File: src/rtl/seq_divider32.sv
// Sequential unsigned restoring divider: one quotient bit per clock, WIDTH iterations per divide.
// Latency WIDTH cycles from accept to done (1 for zero divisor); start is ignored while busy.
module seq_divider32 #(
    parameter int WIDTH = 32
) (
    input  logic             clk,
    input  logic             rst,
    input  logic             start,
    input  logic [WIDTH-1:0] dividend,
    input  logic [WIDTH-1:0] divisor,
    output logic             busy,
    output logic             done,
    output logic [WIDTH-1:0] quotient,
    output logic [WIDTH-1:0] remainder,
    output logic             div_by_zero
);

    localparam int CW = (WIDTH > 2) ? $clog2(WIDTH) : 1;

    // S_ZERO is a non-busy settling cycle so a zero divisor reports done one edge after accept.
    typedef enum logic [1:0] {S_IDLE, S_RUN, S_ZERO, S_DONE} state_t;

    state_t           state_q, state_d;
    logic [CW-1:0]    cnt_q, cnt_d;
    logic [WIDTH-1:0] dvd_q, dvd_d;
    logic [WIDTH-1:0] dsr_q, dsr_d;
    logic [WIDTH-1:0] rem_q, rem_d;
    logic [WIDTH-1:0] quo_q, quo_d;
    logic [WIDTH-1:0] remo_q, remo_d;
    logic             dbz_q, dbz_d;

    logic             accept;
    logic             last_iter;
    logic [WIDTH:0]   trial;
    logic             qbit;
    logic [WIDTH-1:0] rem_next;

    assign accept    = start && ((state_q == S_IDLE) || (state_q == S_DONE));
    assign last_iter = (cnt_q == CW'(WIDTH - 1));

    // Partial remainder kept WIDTH+1 bits wide: rem can have its MSB set when dsr is large.
    assign trial    = {rem_q, dvd_q[WIDTH-1]};
    assign qbit     = (trial >= {1'b0, dsr_q});
    assign rem_next = qbit ? WIDTH'(trial - {1'b0, dsr_q}) : trial[WIDTH-1:0];

    always_ff @(posedge clk or posedge rst) begin
        if (rst) begin
            state_q <= S_IDLE;
        end else begin
            state_q <= state_d;
        end
    end

    always_comb begin
        state_d = state_q;
        case (state_q)
            S_IDLE, S_DONE: begin
                if (start) begin
                    state_d = (divisor == '0) ? S_ZERO : S_RUN;
                end else begin
                    state_d = S_IDLE;
                end
            end
            S_RUN:   if (last_iter) state_d = S_DONE;
            S_ZERO:  state_d = S_DONE;
            default: state_d = S_IDLE;
        endcase
    end

    always_comb begin
        busy = (state_q == S_RUN);
        done = (state_q == S_DONE);
    end

    always_comb begin
        cnt_d  = cnt_q;
        dvd_d  = dvd_q;
        dsr_d  = dsr_q;
        rem_d  = rem_q;
        quo_d  = quo_q;
        remo_d = remo_q;
        dbz_d  = dbz_q;
        if (accept) begin
            cnt_d = '0;
            dvd_d = dividend;
            dsr_d = divisor;
            rem_d = '0;
        end else if (state_q == S_RUN) begin
            cnt_d = cnt_q + CW'(1);
            dvd_d = {dvd_q[WIDTH-2:0], qbit};
            rem_d = rem_next;
            if (last_iter) begin
                quo_d  = {dvd_q[WIDTH-2:0], qbit};
                remo_d = rem_next;
                dbz_d  = 1'b0;
            end
        end else if (state_q == S_ZERO) begin
            quo_d  = '1;
            remo_d = dvd_q;
            dbz_d  = 1'b1;
        end
    end

    always_ff @(posedge clk or posedge rst) begin
        if (rst) begin
            cnt_q  <= '0;
            dvd_q  <= '0;
            dsr_q  <= '0;
            rem_q  <= '0;
            quo_q  <= '0;
            remo_q <= '0;
            dbz_q  <= 1'b0;
        end else begin
            cnt_q  <= cnt_d;
            dvd_q  <= dvd_d;
            dsr_q  <= dsr_d;
            rem_q  <= rem_d;
            quo_q  <= quo_d;
            remo_q <= remo_d;
            dbz_q  <= dbz_d;
        end
    end

    assign quotient    = quo_q;
    assign remainder   = remo_q;
    assign div_by_zero = dbz_q;

endmodule

File: config.mk
export PLATFORM = sky130hd
export DESIGN_NAME = seq_divider32
export DESIGN_NICKNAME = d
export VERILOG_FILES = /design/src/rtl/seq_divider32.sv
export SDC_FILE = /design/constraint.sdc
export NUM_CORES = 1
export LEC_CHECK = 0
export BUFFER_PORTS_ARGS = -buffer_cell sky130_fd_sc_hd__buf_2
export CAP_MARGIN = 20
export CORE_MARGIN = 4
export CORE_UTILIZATION = 40
export DETAILED_ROUTE_END_ITERATION = 16
export GPL_TIMING_DRIVEN = 0
export HOLD_SLACK_MARGIN = 0.03
export SETUP_SLACK_MARGIN = 0.3
export SYNTH_ARGS = -nofsm -noshare
export SYNTH_HDL_FRONTEND = slang
export SYNTH_SLANG_ARGS = --single-unit
File: constraint.sdc
create_clock -name clk -period 5.2 [get_ports clk]
set_clock_uncertainty 0.2 [all_clocks]
set_input_delay 0.26 -clock clk [delete_from_list [all_inputs] [get_ports clk]]
set_output_delay 0.26 -clock clk [all_outputs]
set_load 0.01 [all_outputs]
Yosys cells after proc, flatten, opt, wreduce, memory -nomap -nowiden
Index checks and enable logic that the tools add are counted.
{"block": "totals", "register_bits": 168, "latchBits": 0, "mem_bits_rw": 0, "romBits": 0, "output_inout_bits": 67, "word_cells": 45, "memories": 0}
{"block": "classes", "add_sub_neg": 2, "n_mul": 0, "div": 0, "order_cmp": 1, "eq_ne": 5, "shift": 0, "mux": 20, "n_bitwise": 1, "reduce_logical": 8}
{"cell": "32-bit two-way mux", "n": 11}
{"cell": "33-bit by 32-bit >= comparator with 1-bit output", "n": 1}
{"cell": "32-bit zero test", "n": 1}
{"cell": "32-bit subtractor", "n": 1}
{"cell": "5-bit two-way mux", "n": 2}
{"cell": "2-bit two-way mux", "n": 3}
{"cell": "2-bit one-hot mux with 3 select lines", "n": 1}
{"cell": "5-bit by 1-bit adder with 5-bit output, second input constant", "n": 1}
{"cell": "5-bit equality test, second input constant", "n": 1}
{"cell": "2-bit equality test, second input constant", "n": 2}
{"cell": "2-bit nonzero test", "n": 2}
{"cell": "1-bit two-way mux", "n": 3}
{"cell": "3-bit AND reduction", "n": 1}
{"cell": "2-bit by 1-bit equality test with 1-bit output, second input constant", "n": 1}
{"cell": "2-bit zero test", "n": 1}
{"cell": "2-bit by 1-bit inequality test with 1-bit output, second input constant", "n": 1}
{"cell": "2-bit OR reduction", "n": 1}
{"cell": "1-bit logical AND", "n": 1}
{"cell": "1-bit logical OR", "n": 1}
{"cell": "1-bit inverter", "n": 1}

Logic depth before layout (Yosys ltp)
Gate-level depths: netlist of the first run.
{"block": "depth", "word_depth": 5, "mapped_depth": 13, "mapped_depth_nobuf": 13}

Worst setup path after synthesis of the first run
Ideal clock, no wire load.
{"block": "synth_path", "path_kind": "flip-flop to flip-flop", "startpoint": "reg dvd_q[31]", "endpoint": "reg remo_q[30], in the netlist remainder[30]", "t_arrival_ns": 2.689, "required_ns": 4.860, "path_slack_ns": 2.171, "path_stages_with_launch": 14, "n_path_buf": 0, "synth_period_minus_slack_ns": 3.029, "path_cell_list": "dfrtp_1 inv_1 ha_1 inv_1 fa_1 a21o_1 a221oi_2 nor4_1 or3_1 o21ai_2 o41ai_1 xor2_1 mux2i_1 a21oi_1"}
{"block": "synth_between", "elab_chain_cells": 4, "word_cells_on_any_way": 5}
{"element": "start, declared", "line": "25", "source": "logic [WIDTH-1:0] dvd_q, dvd_d;"}
{"element": "start signal, assigned", "line": "115", "source": "dvd_q <= dvd_d;"}
{"element": "32-bit subtractor / 33-bit by 32-bit >= comparator with 1-bit output (equally long branches)", "line": "44, 43"}
{"element": "32-bit two-way mux (*)", "line": "44", "source": "assign rem_next = qbit ? WIDTH'(trial - {1'b0, dsr_q}) : trial[WIDTH-1:0];"}
{"element": "32-bit two-way mux (*)", "line": "92", "source": "if (last_iter) begin"}
{"element": "32-bit two-way mux (*)", "line": "88", "source": "end else if (state_q == S_RUN) begin"}
{"element": "end signal, assigned", "line": "119", "source": "remo_q <= remo_d;"}
{"element": "end, declared", "line": "29", "source": "logic [WIDTH-1:0] remo_q, remo_d;"}
Mark *: on every way between the ends. The rest lies on a longest branch, timed or not. The select of a mux whose other input is x is not followed.
A chain may end at the register's enable or synchronous reset.

Worst setup path after layout of the first run
{"block": "layout_path", "startpoint": "reg dvd_q[31]", "endpoint": "reg rem_q[28]"}
{"block": "layout_between", "elab_chain_cells": 4, "word_cells_on_any_way": 5}
{"element": "32-bit subtractor / 33-bit by 32-bit >= comparator with 1-bit output (equally long branches)", "line": "44, 43"}
{"element": "32-bit two-way mux (*)", "line": "44"}
{"element": "32-bit two-way mux (*)", "line": "88"}
{"element": "32-bit two-way mux (*)", "line": "83", "source": "if (accept) begin"}
{"element": "end signal, assigned", "line": "117", "source": "rem_q <= rem_d;"}
{"element": "end, declared", "line": "27", "source": "logic [WIDTH-1:0] rem_q, rem_d;"}
Marked as above.

==> results of run 1 <==
==> sequential cells by signal (all words and copies together), names as in the netlist <==
| register | flops |
|---|---|
| remainder | 32 |
| rem_q | 32 |
| cnt_q | 5 |
| quotient | 32 |
| div_by_zero | 1 |
| state_q | 2 |
| dvd_q | 32 |
| dsr_q | 32 |
==> per-stage QoR <==
step	hold WS [ns]	area [um2]	instances
floorplan	0.1654	9074	1020
global placement	0.2494	10090	1433
detailed placement	0.2102	10170	1437
CTS	0.2669	11390	1534
global route	0.2862	11390	1534
finish	0.2600	11390	1534
==> per-layer routing <==
layer / vias to the layer above / routed length (um) / track usage [%]
li1: 4062 / - / -
met1: 4166 / 13400 / 33.28
met2: 259 / 13350 / 36.78
met3: 41 / 1292 / 3.534
met4: 0 / 709 / 7.271
met5: - / 0 / 0
==> layout by cell type (no fill, tap or decap), types with 21 or more instances in the layout <==
master | netlist | final
ha_1 | 36 | 36
o32ai_1 | 27 | 27
nor2_1 | 60 | 60
dlygate4sd3_1 | 0 | 66
a211oi_1 | 21 | 21
nand2_1 | 174 | 174
buf_2 | 6 | 139
a21oi_1 | 76 | 76
inv_1 | 50 | 49
dfrtp_1 | 168 | 168
o21ai_0 | 127 | 127
o21ai_1 | 23 | 23
mux2i_1 | 44 | 44
clkbuf_1 | 57 | 57
==> worst min-delay path by stage <==
| stage | startpoint | endpoint | slack, ns | cells past startpoint |
|---|---|---|---|---|
| floorplan | divisor[0] | dsr_q[0]$_DFFE_PP0P_ | 0.17 | 2 |
| CTS | quotient[10]$_DFFE_PP0P_ | quotient[10]$_DFFE_PP0P_ | 0.27 | 2 |
| finish | quotient[10]$_DFFE_PP0P_ | quotient[10]$_DFFE_PP0P_ | 0.26 | 2 |
| global placement | quotient[31]$_DFFE_PP0P_ | quotient[31]$_DFFE_PP0P_ | 0.25 | 2 |
| detailed placement | rst | dsr_q[28]$_DFFE_PP0P_ | 0.21 | 2 |
| global route | quotient[10]$_DFFE_PP0P_ | quotient[10]$_DFFE_PP0P_ | 0.29 | 2 |
==> cells by family after synthesis <==
family / count (synthesis)
XOR/XNOR: 29
flip-flops: 168
adder cells (fa/ha/maj): 37
buffers and inverters: 119
multiplexers: 45
AO/OA/AOI/OAI: 325
AND/OR/NAND/NOR: 297
==> final cells by class <==
| class | instances | share of cell area [%] |
|---|---|---|
| Multi-Input combinational cell | 733 | 38.59 |
| Sequential cell | 168 | 36.90 |
| Timing Repair Buffer | 203 | 12.34 |
| Clock buffer | 17 | 3.734 |
| Tap cell | 280 | 3.075 |
| Buffer | 68 | 2.438 |
| Inverter | 51 | 1.713 |
| Clock inverter | 14 | 1.197 |
==> worst max-delay path, delay by kind of cell, from the launching register on <==
family	cells	cell delay (ns)
flip-flops	1	0.42
multiplexers	1	0.25
buffers and inverters	2	0.13
adder cells (fa/ha/maj)	2	0.55
AND/OR/NAND/NOR	3	0.56
AO/OA/AOI/OAI	5	1.33
==> flow_metrics.env, run 1 <==
export IMPL_status="finished, final reports clean"
export IMPL_critPathMostFrequentCell="inv_1"
export IMPL_finalCriticalPeriod_ns=3.580
export IMPL_synthCells=1020
export IMPL_finalHoldViolCount=0
export IMPL_yosys_area_top_type="dfrtp_1"
export IMPL_antenna_left=0
export IMPL_synth_top_family_by_area="compound AO/OA/AOI/OAI gates"
export IMPL_r2r_end="rem_q[28]$_DFFE_PP0P_"
export IMPL_initial_utilization_pct=41.05
export IMPL_worstPathArrival_ns=3.67
export IMPL_fill_cells=2117
export IMPL_routed_wl_um=28750
export IMPL_routed_via_density=5.559
export IMPL_crit_type="reg -> reg"
export IMPL_grt_pass1_vias=8402
export IMPL_cts_root_buf="clkbuf_16"
export IMPL_routabilityCongestion=0.8891
export IMPL_dr_pass1_iters=5
export IMPL_clock_path_buffers=2
export IMPL_synth_flop_cell="dfrtp_1"
export IMPL_syn_mean_instance_area_um2=8.892
export IMPL_syn2layout_area_growth_pct=25.60
export IMPL_drcViolationCount=0
export IMPL_synth_seq_area_share_pct=46.35
export IMPL_hold_class="reg -> reg"
export IMPL_fmax_ghz=0.2793
export IMPL_htreeDepth=4
export IMPL_rows=54
export IMPL_synthDistinctLibCells=56
export IMPL_num_antenna_cells=0
export IMPL_critPathMaxFanout=4
export IMPL_final_layout_size_suffix_gt1_share_pct=14.75
export IMPL_io_pins=134
export IMPL_synth_fp_nets=1124
export IMPL_synthSimpleGateAreaFrac_pct=13.93
export IMPL_synth_xor_area_share_pct=2.800
export IMPL_antenna_found_initial=0
export IMPL_synth_top_cells_by_area="dfrtp_1 (46%), nand2_1 (7.2%), o21ai_0 (7.0%)"
export IMPL_end_kind="flop"
export IMPL_synthMuxAreaShare_pct=4.980
export IMPL_reg2reg_depth=13
export IMPL_ys_warn_count=0
export IMPL_synthTopCellsByCount="nand2_1 (174), dfrtp_1 (168), o21ai_0 (127)"
export IMPL_multiInputGateArea_mm2=0.004397
export IMPL_final_core_util_pct=51.56
export IMPL_synthesis_area_mm2=0.009070
export IMPL_rsz0062_at_grt="no"
export IMPL_crit_required_ns=5.29
export IMPL_final_nets=1346
export IMPL_cts_hold_fix_buffers=66
export IMPL_placeableCoreArea_mm2=0.02209
export IMPL_max_stage_delay_ns=0.42
export IMPL_rrSetupSlack_ns=1.62
export IMPL_r2r_start="dvd_q[31]$_DFFE_PP0P_"
export IMPL_design_die_area_mm2=0.02515
export IMPL_cp_endpoint="rem_q[28]$_DFFE_PP0P_"
export IMPL_cts_inserted_buffers=17
export IMPL_setup_tns_final_ns=0
export IMPL_synthArstFlopShare_pct=100.0
export IMPL_dp_hpwl_um=21900
export IMPL_clkLatencyLatePin_ns=0.44
export IMPL_cap_violations=0
export IMPL_clock_sinks=168
export IMPL_drtIter0Drc=584
export IMPL_grt_overflow_total=0
export IMPL_synth_edf_count=0
export IMPL_fin_crit_sh_pct=68.85
export IMPL_cts_tree="done"
export IMPL_path_cells="inv_1 > ha_1 > inv_1 > fa_1 > a21o_1 > a221oi_2 > o21a_1 > nor2b_1 > a211oi_2 > nor3_1 > or3b_1 > mux2i_1 > a21oi_1"
export IMPL_vias=8528
export IMPL_final_seq_area_mm2=0.004204
export IMPL_post_cts_buffers=0
export IMPL_cts_resized=0
export IMPL_setup_viol=0
export IMPL_worst_slew_pin_slew_ns=1.009
export IMPL_grt_pass1_wl_um=45870
export IMPL_grt_usage_pct=23.34
export IMPL_synth_fa_ha_area_share_pct=5.187
export IMPL_synth_top_cell_area_share_pct=46.35
export IMPL_slew_viol_final=0
export IMPL_die_x_um=158.6
export IMPL_die_height_um=158.6
export IMPL_critPathLaunch="dvd_q[31]$_DFFE_PP0P_"
export IMPL_wl_per_cell_um=18.74
export IMPL_cp_start_kind="flop"
export IMPL_relSlewSlack_pct=32.76
export IMPL_synth_compound_area_share_pct=21.58
export IMPL_portBuffers=133
export IMPL_grt_max_degree=41
export IMPL_slowest_stage="dfrtp_1"
export IMPL_synth_most_common_cell="nand2_1"
export IMPL_ys_ff_latch=168
export IMPL_pre_cts_ws_ns=1.662
export IMPL_fin_ws_ns=1.620
export IMPL_clk_pin_slew_worst_paths_ns=0.07
Power of run 1 is left out: the tool's default activity adds up to more than one toggle a clock period on the data nets, which glitch-free logic cannot reach.
==> inputs of run 2 (changes only) <==
Settings changed: ABC_AREA set to 1.
Clock period 5.2 ns to 3.32 ns, I/O delays scaled along.
==> run 2 against run 1 <==
  * Critical path type unchanged
  * Maximum frequency up 26%
  * Clock-buffer cell count increased by 1
  * Sequential cell count unchanged
  * Cell count increased by 23%
  * Global-route usage rose by 0.67 points
  * Critical endpoint is now remainder[23]$_DFFE_PP0P_
  * Core utilization is 0.36 points lower
  * Via count rose by 11%
  * Worst hold slack worse by 0.049 ns
  * Area after synthesis is 7.7% higher
==> flow_metrics.env, run 2 <==
export IMPL_status="finished, final reports clean"
export IMPL_final_common_cell="nand2_1"
export IMPL_cp_start_kind="flop"
export IMPL_fmax_ghz=0.3505
export IMPL_slowest_stage="nor3_1"
export IMPL_wl_met3_um=1593
export IMPL_grt_pass1_vias=9167
export IMPL_die_height_um=164.3
export IMPL_die_x_um=164.3
export IMPL_crit_family="simple AND/OR/NAND/NOR gates"
export IMPL_wl_per_cell_um=16.85
export IMPL_grt_max_degree=39
export IMPL_finalCriticalPeriod_ns=2.853
export IMPL_synth_fp_nets=1431
export IMPL_cts_tree="done"
export IMPL_grt_pass1_wl_um=50270
export IMPL_ys_ff_latch=168
export IMPL_max_stage_delay_ns=0.48
export IMPL_vias=9504
export IMPL_pre_cts_ws_ns=0.5175
export IMPL_worst_slew_pin_slew_ns=0.9700
export IMPL_drtIter0Drc=794
export IMPL_clk_pin_slew_worst_paths_ns=0.08
export IMPL_synth_top_cells_by_area="dfrtp_1 (43%), nand2_1 (19%), inv_1 (7.5%)"
export IMPL_synthCells=1327
export IMPL_cap_violations=0
export IMPL_relSlewSlack_pct=35.10
export IMPL_cts_root_buf="clkbuf_16"
export IMPL_dp_hpwl_um=24780
export IMPL_ys_warn_count=0
export IMPL_setup_viol=0
export IMPL_io_pins=134
export IMPL_antenna_left=0
export IMPL_yosys_area_top_type="dfrtp_1"
export IMPL_routed_via_density=5.050
export IMPL_syn2layout_area_growth_pct=24.50
export IMPL_hold_class="in -> async"
export IMPL_synth_edf_count=0
export IMPL_routabilityCongestion=0.8964
export IMPL_crit_type="reg -> reg"
export IMPL_fin_ws_ns=0.4673
export IMPL_r2r_start="rem_q[19]$_DFFE_PP0P_"
export IMPL_critPathMaxFanout=5
export IMPL_clkLatencyLatePin_ns=0.44
export IMPL_synthTopCellsByCount="nand2_1 (487), inv_1 (194), dfrtp_1 (168)"
export IMPL_synth_seq_area_share_pct=43.04
export IMPL_synth_top_cell_area_share_pct=43.04
export IMPL_portBuffers=133
export IMPL_clock_sinks=168
export IMPL_slew_viol_final=0
export IMPL_path_cells="ha_1 > nand2_1 > nor2_1 > inv_1 > nor3_1 > nand3_1 > nand3_1 > nand2_1 > nand3_1 > nand2_1 > nand3_1 > nand2_1"
export IMPL_synthDistinctLibCells=39
export IMPL_synthArstFlopShare_pct=100.0
export IMPL_routed_top_layer="met4"
export IMPL_final_nets=1653
export IMPL_cts_inserted_buffers=17
export IMPL_hold_ws_ns=0.2110
export IMPL_grt_usage_pct=24.01
export IMPL_placeableCoreArea_mm2=0.02375
export IMPL_design_die_area_mm2=0.02698
export IMPL_post_cts_buffers=0
export IMPL_finalHoldViolCount=0
export IMPL_pwr_density_cell_mw_per_mm2=1192
export IMPL_grt_overflow_total=0
export IMPL_fin_crit_sh_pct=85.92
export IMPL_initial_utilization_pct=41.12
export IMPL_wl_met2_um=14740
export IMPL_synth_most_common_cell="nand2_1"
export IMPL_synthesis_area_mm2=0.009768
export IMPL_path_buf_inv=1
export IMPL_dr_pass1_iters=5
export IMPL_synth_flop_cell="dfrtp_1"
export IMPL_syn_mean_instance_area_um2=7.361
export IMPL_ir_worst_vdd_v=0.0004675
export IMPL_worstPathArrival_ns=2.97
export IMPL_rows=56
export IMPL_rrSetupSlack_ns=0.47
export IMPL_antenna_found_initial=0
export IMPL_reg2reg_depth=12
export IMPL_routed_wl_um=31720
export IMPL_crit_required_ns=3.44
export IMPL_wl_met1_um=14680
export IMPL_end_kind="flop"
export IMPL_leakage_nw=6.327
export IMPL_htreeDepth=4
export IMPL_r2r_end="remainder[23]$_DFFE_PP0P_"
export IMPL_rsz0062_at_grt="no"
export IMPL_final_cell_mix="nand2_1 (487), inv_1 (193), dfrtp_1 (168), buf_2 (140), nand3_1 (69)"
export IMPL_clock_path_buffers=2
export IMPL_drcViolationCount=0
export IMPL_final_layout_size_suffix_gt1_share_pct=13.96
[run 2: changes by cell type after synthesis, sizes merged, moves of 22 or more]
| cell | change |
|---|---|
| a211oi | -22 |
| a21oi | -34 |
| a22oi | +28 |
| clkbuf | -24 |
| inv | +150 |
| mux2i | -44 |
| nand2 | +322 |
| nand3 | +64 |
| o21ai | -90 |
| o221ai | +24 |
| o32ai | -27 |
[run 2: final cells by class]
class	count	area, um2
plain buffers	48	226.5
flip-flops and latches	168	4204
fillers	2348	11590
multi-input cells	911	4584
repair buffers	203	1406
well taps	319	399.1
diodes	1	2.502
clock buffers	18	439.2
inverters	200	757.0
clock inverters	14	142.6
[run 2: worst min-delay path: stages]
cell	delay (ns)
dlygate4sd3_1	0.53
buf_2	0.13
clkinvlp_4	0.50
[run 2: worst max path at each step]
| stage | from | end | cells past startpoint |
|---|---|---|---|
| after global routing | state_q[1]$_DFFE_PP0P_ | rem_q[7]$_DFFE_PP0P_ | 8 |
| after detailed placement | rem_q[19]$_DFFE_PP0P_ | remainder[23]$_DFFE_PP0P_ | 12 |
| after global placement | rst | dsr_q[20]$_DFFE_PP0P_ | 2 |
| after floorplan | rst | cnt_q[0]$_DFFE_PP0P_ | 1 |
| final | rem_q[19]$_DFFE_PP0P_ | remainder[23]$_DFFE_PP0P_ | 12 |
| after CTS | rem_q[19]$_DFFE_PP0P_ | remainder[23]$_DFFE_PP0P_ | 12 |
[run 2: per-layer routing]
| layer | GRT usage (%) | up-vias |
|---|---|---|
| li1 | - | 4681 |
| met1 | 33.66 | 4504 |
| met2 | 38.42 | 282 |
| met3 | 4.191 | 37 |
| met4 | 6.557 | 0 |
| met5 | 0 | - |
[run 2: metrics by stage]
stage	instances	setup TNS (ns)	total power (W)	util [%]	cell area, um2
finish	1882	0	0.01450	51.20	12160
global route	1881	0	0.01581	51.19	12160
CTS	1881	0	0.01450	51.19	12160
detailed placement	1783	0	0.01240	45.96	10920
global placement	1779	-53.79	0.01227	45.62	10840
floorplan	1327	0	0.009540	-	9772
[run 2: power by group]
group          switching (W)  total [W]  leakage, nW  internal, W
Clock               0.000979    0.00201        0.282      0.00103
Sequential          0.000562    0.00354         2.02      0.00298
Combinational        0.00605    0.00895         4.03      0.00291
[run 2: what timing repair did]
| item | 4_1_cts | 5_1_grt |
|---|---|---|
| endpoints found under the hold margin | 96 | 0 |
| hold buffers | 66 | 0 |
| resized for setup | 0 | 0 |
| setup endpoints to repair | 0 | 0 |
[run 2: kinds of logic after synthesis]
group / share of synthesized area [%]
xor gates and xnor gates: 1.255
AOI/OAI and AO/OA: 12.59
adders and majority gates: 4.816
DFF: 43.04
buffers and inverters: 10.03
and+or+nand+nor: 28.27
(Power assumes the default switching activity.)
